## src/rtl/roic_spi_cmd_queue_if.sv

```systemverilog
// Command / read-back bus between the ROIC register bank and the SPI command queue.
//   cmd_valid/cmd_ready : command handshake (push on valid & ready)
//   cmd_rw              : 1 = read (capture SDOUT), 0 = write
//   cmd_addr, cmd_data  : frame payload, shifted {addr,data} MSB first
//   cmd_chip_mask       : bit k selects ROIC chip k
//   rd_valid, rd_data   : one-cycle read-back strobe, chip k at [k*DATA_W +: DATA_W]
interface roic_spi_cmd_queue_if #(
    parameter int unsigned NUM_ROIC = 12,
    parameter int unsigned ADDR_W   = 8,
    parameter int unsigned DATA_W   = 16
);
    logic                       cmd_valid;
    logic                       cmd_ready;
    logic                       cmd_rw;
    logic [ADDR_W-1:0]          cmd_addr;
    logic [DATA_W-1:0]          cmd_data;
    logic [NUM_ROIC-1:0]        cmd_chip_mask;
    logic                       rd_valid;
    logic [NUM_ROIC*DATA_W-1:0] rd_data;

    // Register bank side
    modport master (
        output cmd_valid, cmd_rw, cmd_addr, cmd_data, cmd_chip_mask,
        input  cmd_ready, rd_valid, rd_data
    );

    // SPI command queue side
    modport slave (
        input  cmd_valid, cmd_rw, cmd_addr, cmd_data, cmd_chip_mask,
        output cmd_ready, rd_valid, rd_data
    );
endinterface

```

## src/rtl/roic_spi_cmd_queue.sv

```systemverilog
// Queued multi-chip SPI register master for the ROIC array.
// Commands are buffered in a FIFO and issued as {addr,data} frames, MSB first,
// with per-chip active-low SEN; per-chip SDOUT is captured on reads.
// Ports:
//   clk, rst     : system clock, asynchronous active-high reset
//   bus          : command handshake and read-back (roic_spi_cmd_queue_if.slave)
//   abort        : level; flushes the FIFO and terminates the frame in flight
//   spi_sdout    : per-chip serial data from the ROICs
//   spi_sclk     : SPI clock, idles low
//   spi_sdi      : serial data to the ROICs
//   spi_sen_n    : per-chip enable, active-low
//   busy         : frame in progress or FIFO non-empty
//   fifo_level   : occupied FIFO entries
module roic_spi_cmd_queue #(
    parameter int unsigned NUM_ROIC   = 12,
    parameter int unsigned ADDR_W     = 8,
    parameter int unsigned DATA_W     = 16,
    parameter int unsigned FIFO_DEPTH = 8,
    parameter int unsigned SCLK_DIV   = 2,
    parameter int unsigned GAP_CYC    = 4
) (
    input  logic                             clk,
    input  logic                             rst,
    roic_spi_cmd_queue_if.slave              bus,
    input  logic                             abort,
    input  logic [NUM_ROIC-1:0]              spi_sdout,
    output logic                             spi_sclk,
    output logic                             spi_sdi,
    output logic [NUM_ROIC-1:0]              spi_sen_n,
    output logic                             busy,
    output logic [$clog2(FIFO_DEPTH+1)-1:0]  fifo_level
);
    localparam int unsigned FRAME_W = ADDR_W + DATA_W;
    localparam int unsigned ENT_W   = 1 + FRAME_W + NUM_ROIC;
    localparam int unsigned PTR_W   = $clog2(FIFO_DEPTH);
    localparam int unsigned LVL_W   = $clog2(FIFO_DEPTH + 1);
    localparam int unsigned CNT_MAX = (SCLK_DIV > GAP_CYC) ? SCLK_DIV : GAP_CYC;
    localparam int unsigned CNT_W   = $clog2(CNT_MAX + 1);
    localparam int unsigned BIT_W   = $clog2(FRAME_W + 1);

    typedef enum logic [2:0] {S_IDLE, S_LOAD, S_SETUP, S_SHIFT, S_HOLD, S_GAP} state_t;

    state_t state, next_state;
    logic [CNT_W-1:0] cnt, cnt_d;
    logic [BIT_W-1:0] bit_cnt, bit_d;
    logic             phase_hi, hi_d;

    // ---------------- command FIFO ----------------
    logic [ENT_W-1:0] mem [FIFO_DEPTH];
    logic [PTR_W-1:0] wr_ptr, rd_ptr;
    logic [LVL_W-1:0] level;
    logic             push, pop, fifo_empty;
    logic [ENT_W-1:0] head;
    logic             head_rw;
    logic [FRAME_W-1:0]  head_frame;
    logic [NUM_ROIC-1:0] head_mask;

    assign bus.cmd_ready = (level != LVL_W'(FIFO_DEPTH)) && !abort;
    assign push          = bus.cmd_valid && bus.cmd_ready;
    assign pop           = (state == S_LOAD);
    assign fifo_empty    = (level == '0);
    assign head          = mem[rd_ptr];
    assign head_rw       = head[ENT_W-1];
    assign head_frame    = head[ENT_W-2 -: FRAME_W];
    assign head_mask     = head[NUM_ROIC-1:0];
    assign fifo_level    = level;

    // FIFO storage, no reset needed
    always_ff @(posedge clk) begin
        if (push) mem[wr_ptr] <= {bus.cmd_rw, bus.cmd_addr, bus.cmd_data, bus.cmd_chip_mask};
    end

    // FIFO pointers and level; abort flushes everything
    always_ff @(posedge clk or posedge rst) begin
        if (rst) begin
            wr_ptr <= '0;
            rd_ptr <= '0;
            level  <= '0;
        end else if (abort) begin
            wr_ptr <= '0;
            rd_ptr <= '0;
            level  <= '0;
        end else begin
            if (push) wr_ptr <= wr_ptr + PTR_W'(1);
            if (pop)  rd_ptr <= rd_ptr + PTR_W'(1);
            case ({push, pop})
                2'b10:   level <= level + LVL_W'(1);
                2'b01:   level <= level - LVL_W'(1);
                default: level <= level;
            endcase
        end
    end

    // ---------------- frame sequencer ----------------
    logic sclk_end, gap_end;
    assign sclk_end = (cnt == CNT_W'(SCLK_DIV - 1));
    assign gap_end  = (cnt == CNT_W'(GAP_CYC - 1));

    // State and phase counters
    always_ff @(posedge clk or posedge rst) begin
        if (rst) begin
            state    <= S_IDLE;
            cnt      <= '0;
            bit_cnt  <= '0;
            phase_hi <= 1'b0;
        end else begin
            state    <= next_state;
            cnt      <= cnt_d;
            bit_cnt  <= bit_d;
            phase_hi <= hi_d;
        end
    end

    // Next state; queued frames chain straight from the last GAP cycle into LOAD
    always_comb begin
        next_state = state;
        cnt_d      = cnt + CNT_W'(1);
        bit_d      = bit_cnt;
        hi_d       = phase_hi;
        case (state)
            S_IDLE: begin
                cnt_d = '0;
                if (!fifo_empty && !abort) next_state = S_LOAD;
            end
            S_LOAD: begin
                cnt_d      = '0;
                next_state = (head_mask == '0) ? S_IDLE : S_SETUP;
            end
            S_SETUP: if (sclk_end) begin
                next_state = S_SHIFT;
                cnt_d      = '0;
                bit_d      = '0;
                hi_d       = 1'b0;
            end
            S_SHIFT: if (sclk_end) begin
                cnt_d = '0;
                hi_d  = !phase_hi;
                if (phase_hi) begin
                    if (bit_cnt == BIT_W'(FRAME_W - 1)) next_state = S_HOLD;
                    else                                bit_d = bit_cnt + BIT_W'(1);
                end
            end
            S_HOLD: if (sclk_end) begin
                next_state = S_GAP;
                cnt_d      = '0;
            end
            S_GAP: if (gap_end) begin
                cnt_d      = '0;
                next_state = (!fifo_empty && !abort) ? S_LOAD : S_IDLE;
            end
            default: begin
                next_state = S_IDLE;
                cnt_d      = '0;
            end
        endcase
        if (abort && (state inside {S_LOAD, S_SETUP, S_SHIFT, S_HOLD})) begin
            next_state = S_GAP;
            cnt_d      = '0;
            hi_d       = 1'b0;
        end
    end

    // ---------------- pin / read-back datapath ----------------
    logic                       load_frame, bit_end, rd_done, sclk_d;
    logic [NUM_ROIC-1:0]        sen_n_d;
    logic [FRAME_W-1:0]         shreg;
    logic                       cur_rw;
    logic [NUM_ROIC-1:0]        cur_mask;
    logic [NUM_ROIC-1:0][DATA_W-1:0] cap;
    logic                       rd_valid_q;
    logic [NUM_ROIC*DATA_W-1:0] rd_data_q;

    assign spi_sdi      = shreg[FRAME_W-1];
    assign bus.rd_valid = rd_valid_q;
    assign bus.rd_data  = rd_data_q;
    assign busy         = (state != S_IDLE) || !fifo_empty;

    // Next values for the pin registers; bit_end is the edge closing a high phase
    always_comb begin
        load_frame = (state == S_LOAD) && (next_state == S_SETUP);
        bit_end    = (state == S_SHIFT) && phase_hi && sclk_end && !abort;
        rd_done    = (state == S_HOLD) && sclk_end && !abort && cur_rw;
        sclk_d     = 1'b0;
        if (state == S_SHIFT && !abort) sclk_d = sclk_end ? !phase_hi : phase_hi;
        sen_n_d    = spi_sen_n;
        if (next_state == S_GAP) sen_n_d = '1;
        else if (load_frame)     sen_n_d = ~head_mask;
    end

    // Pin registers, shift register, SDOUT capture and read-back
    always_ff @(posedge clk or posedge rst) begin
        if (rst) begin
            spi_sclk   <= 1'b0;
            spi_sen_n  <= '1;
            shreg      <= '0;
            cur_rw     <= 1'b0;
            cur_mask   <= '0;
            cap        <= '0;
            rd_valid_q <= 1'b0;
            rd_data_q  <= '0;
        end else begin
            spi_sclk   <= sclk_d;
            spi_sen_n  <= sen_n_d;
            rd_valid_q <= rd_done;
            if (load_frame) begin
                shreg    <= head_frame;
                cur_rw   <= head_rw;
                cur_mask <= head_mask;
            end else if (next_state == S_GAP) begin
                shreg <= '0;
            end else if (bit_end) begin
                shreg <= {shreg[FRAME_W-2:0], 1'b0};
            end
            // Shifting keeps only the newest DATA_W samples per chip
            if (bit_end) begin
                for (int k = 0; k < int'(NUM_ROIC); k++)
                    cap[k] <= {cap[k][DATA_W-2:0], spi_sdout[k]};
            end
            if (rd_done) begin
                for (int k = 0; k < int'(NUM_ROIC); k++)
                    rd_data_q[k*DATA_W +: DATA_W] <= cur_mask[k] ? cap[k] : '0;
            end
        end
    end
endmodule

```

## src/flat_wrapper.sv

```systemverilog
// flat-port wrapper written by rule: the top's interface ports become plain ports
module roic_spi_cmd_queue_flat 
#(
    parameter int unsigned NUM_ROIC   = 12,
    parameter int unsigned ADDR_W     = 8,
    parameter int unsigned DATA_W     = 16,
    parameter int unsigned FIFO_DEPTH = 8,
    parameter int unsigned SCLK_DIV   = 2,
    parameter int unsigned GAP_CYC    = 4
)
  (clk, rst, abort, spi_sdout, spi_sclk, spi_sdi, spi_sen_n, busy, fifo_level, bus_cmd_valid, bus_cmd_rw, bus_cmd_addr, bus_cmd_data, bus_cmd_chip_mask, bus_cmd_ready, bus_rd_valid, bus_rd_data);
  roic_spi_cmd_queue_if #(.NUM_ROIC(NUM_ROIC), .ADDR_W(ADDR_W), .DATA_W(DATA_W)) bus_i ();
  input  logic clk;
  input  logic rst;
  input  logic abort;
  input  logic [NUM_ROIC-1:0] spi_sdout;
  output logic spi_sclk;
  output logic spi_sdi;
  output logic [NUM_ROIC-1:0] spi_sen_n;
  output logic busy;
  output logic [$clog2(FIFO_DEPTH+1)-1:0] fifo_level;
  input wire logic [$bits(bus_i.cmd_valid)-1:0] bus_cmd_valid;
  input wire logic [$bits(bus_i.cmd_rw)-1:0] bus_cmd_rw;
  input wire logic [$bits(bus_i.cmd_addr)-1:0] bus_cmd_addr;
  input wire logic [$bits(bus_i.cmd_data)-1:0] bus_cmd_data;
  input wire logic [$bits(bus_i.cmd_chip_mask)-1:0] bus_cmd_chip_mask;
  output wire logic [$bits(bus_i.cmd_ready)-1:0] bus_cmd_ready;
  output wire logic [$bits(bus_i.rd_valid)-1:0] bus_rd_valid;
  output wire logic [$bits(bus_i.rd_data)-1:0] bus_rd_data;
  assign bus_i.cmd_valid = bus_cmd_valid;
  assign bus_i.cmd_rw = bus_cmd_rw;
  assign bus_i.cmd_addr = bus_cmd_addr;
  assign bus_i.cmd_data = bus_cmd_data;
  assign bus_i.cmd_chip_mask = bus_cmd_chip_mask;
  assign bus_cmd_ready = bus_i.cmd_ready;
  assign bus_rd_valid = bus_i.rd_valid;
  assign bus_rd_data = bus_i.rd_data;
  roic_spi_cmd_queue #(.NUM_ROIC(NUM_ROIC), .ADDR_W(ADDR_W), .DATA_W(DATA_W), .FIFO_DEPTH(FIFO_DEPTH), .SCLK_DIV(SCLK_DIV), .GAP_CYC(GAP_CYC)) u_core (.clk(clk), .rst(rst), .bus(bus_i), .abort(abort), .spi_sdout(spi_sdout), .spi_sclk(spi_sclk), .spi_sdi(spi_sdi), .spi_sen_n(spi_sen_n), .busy(busy), .fifo_level(fifo_level));
endmodule
```

## config.mk

```make
export PLATFORM = sky130hd
export DESIGN_NAME = roic_spi_cmd_queue_flat
export DESIGN_NICKNAME = d
export VERILOG_FILES = /design/src/rtl/roic_spi_cmd_queue_if.sv /design/src/rtl/roic_spi_cmd_queue.sv /design/src/flat_wrapper.sv
export SDC_FILE = /design/constraint.sdc
export NUM_CORES = 1
export LEC_CHECK = 0
export ABC_AREA = 1
export BUFFER_PORTS_ARGS = -buffer_cell sky130_fd_sc_hd__buf_2
export CAP_MARGIN = 20
export CORE_MARGIN = 2
export CORE_UTILIZATION = 25
export CTS_BUF_LIST = sky130_fd_sc_hd__clkbuf_4 sky130_fd_sc_hd__clkbuf_8
export DETAILED_ROUTE_END_ITERATION = 7
export SLEW_MARGIN = 20
export SYNTH_ARGS = -nofsm -noshare
export SYNTH_HDL_FRONTEND = slang
export SYNTH_SLANG_ARGS = --single-unit
```

## constraint.sdc

```tcl
create_clock -name clk -period 16.3 [get_ports clk]
set_input_delay 0.815 -clock clk [delete_from_list [all_inputs] [get_ports clk]]
set_output_delay 0.815 -clock clk [all_outputs]
set_load 0.1 [all_outputs]
```

==> results.py <==
metrics = {
    "run_status": {
        "status": "completed",
    },
    "sta": {
        "setup_viol": 0,
        "slew_violations": 0,
        "relSlewSlack_pct": 21.5,
        "worst_slew_pin_slew_ns": 1.18,
        "finalClockSkew_ns": 0.0443,
        "setup_tns_ns": 0,
        "rsz0062_at_grt": "no",
        "period_share_pct": 30.6,
        "hold_viol": 0,
        "fmaxAchievable_mhz": 200,
        "fin_crit_ns": 4.99,
    },
    "layout": {
        "fillers": 12551,
        "syn_to_final_growth_pct": 18.7,
        "design_area_um2": 36000,
        "final_nets": 3287,
        "fin_util_pct": 29.9,
        "drive_gt1_share_pct": 16.8,
        "stdcell_count": 4939,
    },
    "routing": {
        "drtIter0Drc": 1878,
        "drtAntennaViolNets": 0,
        "drc_errors": 0,
        "firstDrtPassIters": 6,
        "wire_per_inst_um": 16.7,
        "vias": 22076,
        "vias_per_cell": 4.47,
        "wl_mm": 82.4,
    },
    "setup_path": {
        "reg2reg_from": "u_core.rd_ptr[0]$_DFFE_PP0P_",
        "end_kind": "flip-flop",
        "start_kind": "flip-flop",
        "cp_max_fo": 90,
        "rrSetupSlack_ns": 11.31,
        "rr_endpoint": "u_core.shreg[2]$_DFFE_PP0P_",
        "arrival_ns": 5.70,
        "path_class": "reg -> reg",
        "cp.required_ns": 17.01,
        "r2r_cells": 16,
    },
    "placed_design": {
        "postPlaceCellArea_um2": 33200,
        "dp_hpwl_mm": 49.0,
        "gp_congestion": 0.753,
        "placedCellCount": 4698,
        "io_buffer_count": 265,
    },
    "synthesis": {
        "synth_cells": 2999,
        "synth.avg_cell_area_um2": 10.1,
        "synth_most_common_cell": "nand2_1",
        "ys_types": 39,
        "synth_ff_type": "dfrtp_1",
        "synth_top_area_cell": "dfrtp_1",
        "synth_top_area_share_pct": 36.8,
        "netlist_area_um2": 30300,
        "synth-edff-count": 296,
        "syn-num-nets": 3062,
        "synth-seq-area-share_pct": 67.1,
        "async_reset_ff_share_pct": 60.7,
        "synth_area_leaders": "dfrtp_1 (37%), edfxtp_1 (29%), nand2_1 (9.8%)",
        "yosys_warnings": 0,
        "yosys-top-cells-count": "nand2_1 (787), o21ai_0 (484), dfrtp_1 (445)",
        "ys_ff_latch": 753,
    },
    "cts": {
        "insertion_delay_ns": 0.84,
        "cts_tree": "built",
        "htree_levels": 4,
        "cts.sinks": 753,
        "cts_resized": 0,
        "post_cts_buffers": 0,
        "clk_pin_slew_ns": 0.06,
        "cts_root_buf": "clkbuf_8",
        "clock_path_buffers": 3,
        "cts_hold_buf": 0,
        "cts_buffers": 136,
    },
    "grt": {
        "grt_pass1_wl_mm": 128,
        "grt_pass1_vias": 21793,
        "antenna_found_initial": 16,
        "grt_use_total_pct": 13.2,
        "grt_start_max_net_pins": 192,
        "gr-total-overflow": 0,
    },
    "floorplan": {
        "dieWidth_um": 352,
        "rows": 127,
        "coreArea_um2": 120000,
        "dieArea_um2": 124000,
        "start_util_pct": 25.2,
        "pin_count": 266,
        "die_y_um": 352,
    },
    "pwr": {
        "peakVddDrop_v": 0.000124,
        "power_density_nw_per_um2": 152,
        "power_leakage_nw": 16.7,
    },
    "job": {
        "cap_violations": 0,
    },
    "hold_path": {
        "hold_path.class": "in -> async",
    },
}
## worst max-delay path, stage by stage (launching register included)
cell	delay [ns]
dfrtp_4	0.90
buf_4	0.83
nand2_1	0.14
nand2_1	0.11
nand2_1	0.05
nand3_1	0.09
nand2_1	0.11
nand2_1	0.07
nor2_1	0.04
nand3_1	0.09
nand2_1	0.07
nand2_2	0.44
nand3_4	0.66
nand2_2	0.69
inv_2	0.32
nand2_1	0.14
nand2_1	0.06
## cell type report
cell class	instances	area (um2)	share of cell area [%]
Inverter	220	836	2.32
Clock buffer	199	2440	6.78
Timing Repair Buffer	293	1580	4.39
Sequential cell	753	20300	56.6
Clock inverter	39	340	0.946
Antenna cell	3	7.51	0.0209
Tap cell	1612	2020	5.61
Multi-Input combinational cell	1820	8400	23.4
## cells by family (layout without fill, tap and decap cells)
group | count (synthesis) | count (layout) | share of synthesized area, %
AND/OR/NAND/NOR | 1232 | 1232 | 16.8
flip-flops | 753 | 753 | 67.1
AO/OA/AOI/OAI | 574 | 574 | 10.1
buffers and inverters | 426 | 751 | 5.46
adder cells (fa/ha/maj) | 10 | 10 | 0.438
XOR/XNOR | 4 | 4 | 0.116
other | 0 | 3 | 0
## flip-flops by register name, summed over array words and instances (netlist names)
register / flops
u_core.rd_ptr: 3
u_core.cap: 192
u_core.cur_rw: 1
u_core.bus.rd_valid: 1
u_core.state: 3
u_core.bit_cnt: 5
u_core.cur_mask: 12
u_core.wr_ptr: 3
u_core.bus.rd_data: 192
u_core.spi_sen_n: 12
u_core.fifo_level: 4
u_core.spi_sclk: 1
u_core.mem: 296
u_core.shreg: 24
u_core.cnt: 3
u_core.phase_hi: 1
## per-stage QoR
step,hold WS [ns],setup WS (ns),power (mW)
floorplan,0.449,2.76,3.32
global placement,0.468,11.37,3.64
detailed placement,0.466,11.33,3.66
CTS,0.0954,11.32,5.52
global route,0.0935,10.76,5.74
finish,0.0521,11.31,5.45
## worst max-delay path by stage
stage | start | cells after the start | to
floorplan | rst | 1 | u_core.bit_cnt[0]$_DFFE_PP0P_
global placement | u_core.rd_ptr[0]$_DFFE_PP0P_ | 16 | u_core.shreg[15]$_DFFE_PP0P_
detailed placement | u_core.rd_ptr[0]$_DFFE_PP0P_ | 16 | u_core.shreg[8]$_DFFE_PP0P_
CTS | u_core.rd_ptr[0]$_DFFE_PP0P_ | 16 | u_core.shreg[21]$_DFFE_PP0P_
global route | u_core.rd_ptr[0]$_DFFE_PP0P_ | 16 | u_core.shreg[4]$_DFFE_PP0P_
finish | u_core.rd_ptr[0]$_DFFE_PP0P_ | 16 | u_core.shreg[2]$_DFFE_PP0P_
## power by group
part / leakage [nW] / switching, mW / internal [mW] / total, mW
Sequential: 8.75 / 0.225 / 2.15 / 2.38
Clock: 1.46 / 0.803 / 1.03 / 1.83
Combinational: 6.46 / 0.989 / 0.258 / 1.25
## layout by cell type, fill, tap and decap left out, types with 2 or more instances in the layout
cell type / n
inv_1: 213
nand2_1: 786
ha_1: 9
dfrtp_1: 444
inv_8: 3
diode_2: 3
nor4_1: 2
clkinv_2: 8
buf_12: 3
nand4_1: 25
o21ai_0: 484
nand3_4: 2
nand2_2: 2
nand3_1: 264
buf_4: 25
dfstp_2: 12
clkbuf_8: 151
a32o_1: 23
clkbuf_4: 48
xor2_1: 3
nor2_4: 10
nor3_1: 5
clkinvlp_4: 5
buf_2: 264
bufinv_16: 4
inv_6: 8
inv_2: 4
o21ai_1: 3
nor2_1: 130
clkinv_1: 12
a21oi_1: 28
edfxtp_1: 296
o22ai_1: 30
## layer usage
metal,routed length (um),track usage [%],vias to the layer above,part of all wire [%]
met5,66,0,-,0.080
met1,37200,17.5,10779,45
li1,-,-,10503,-
met4,1770,4.52,10,2.1
met3,5630,3.46,138,6.8
met2,37800,20.7,646,46
No activity file was read; power rests on OpenSTA's default activity.
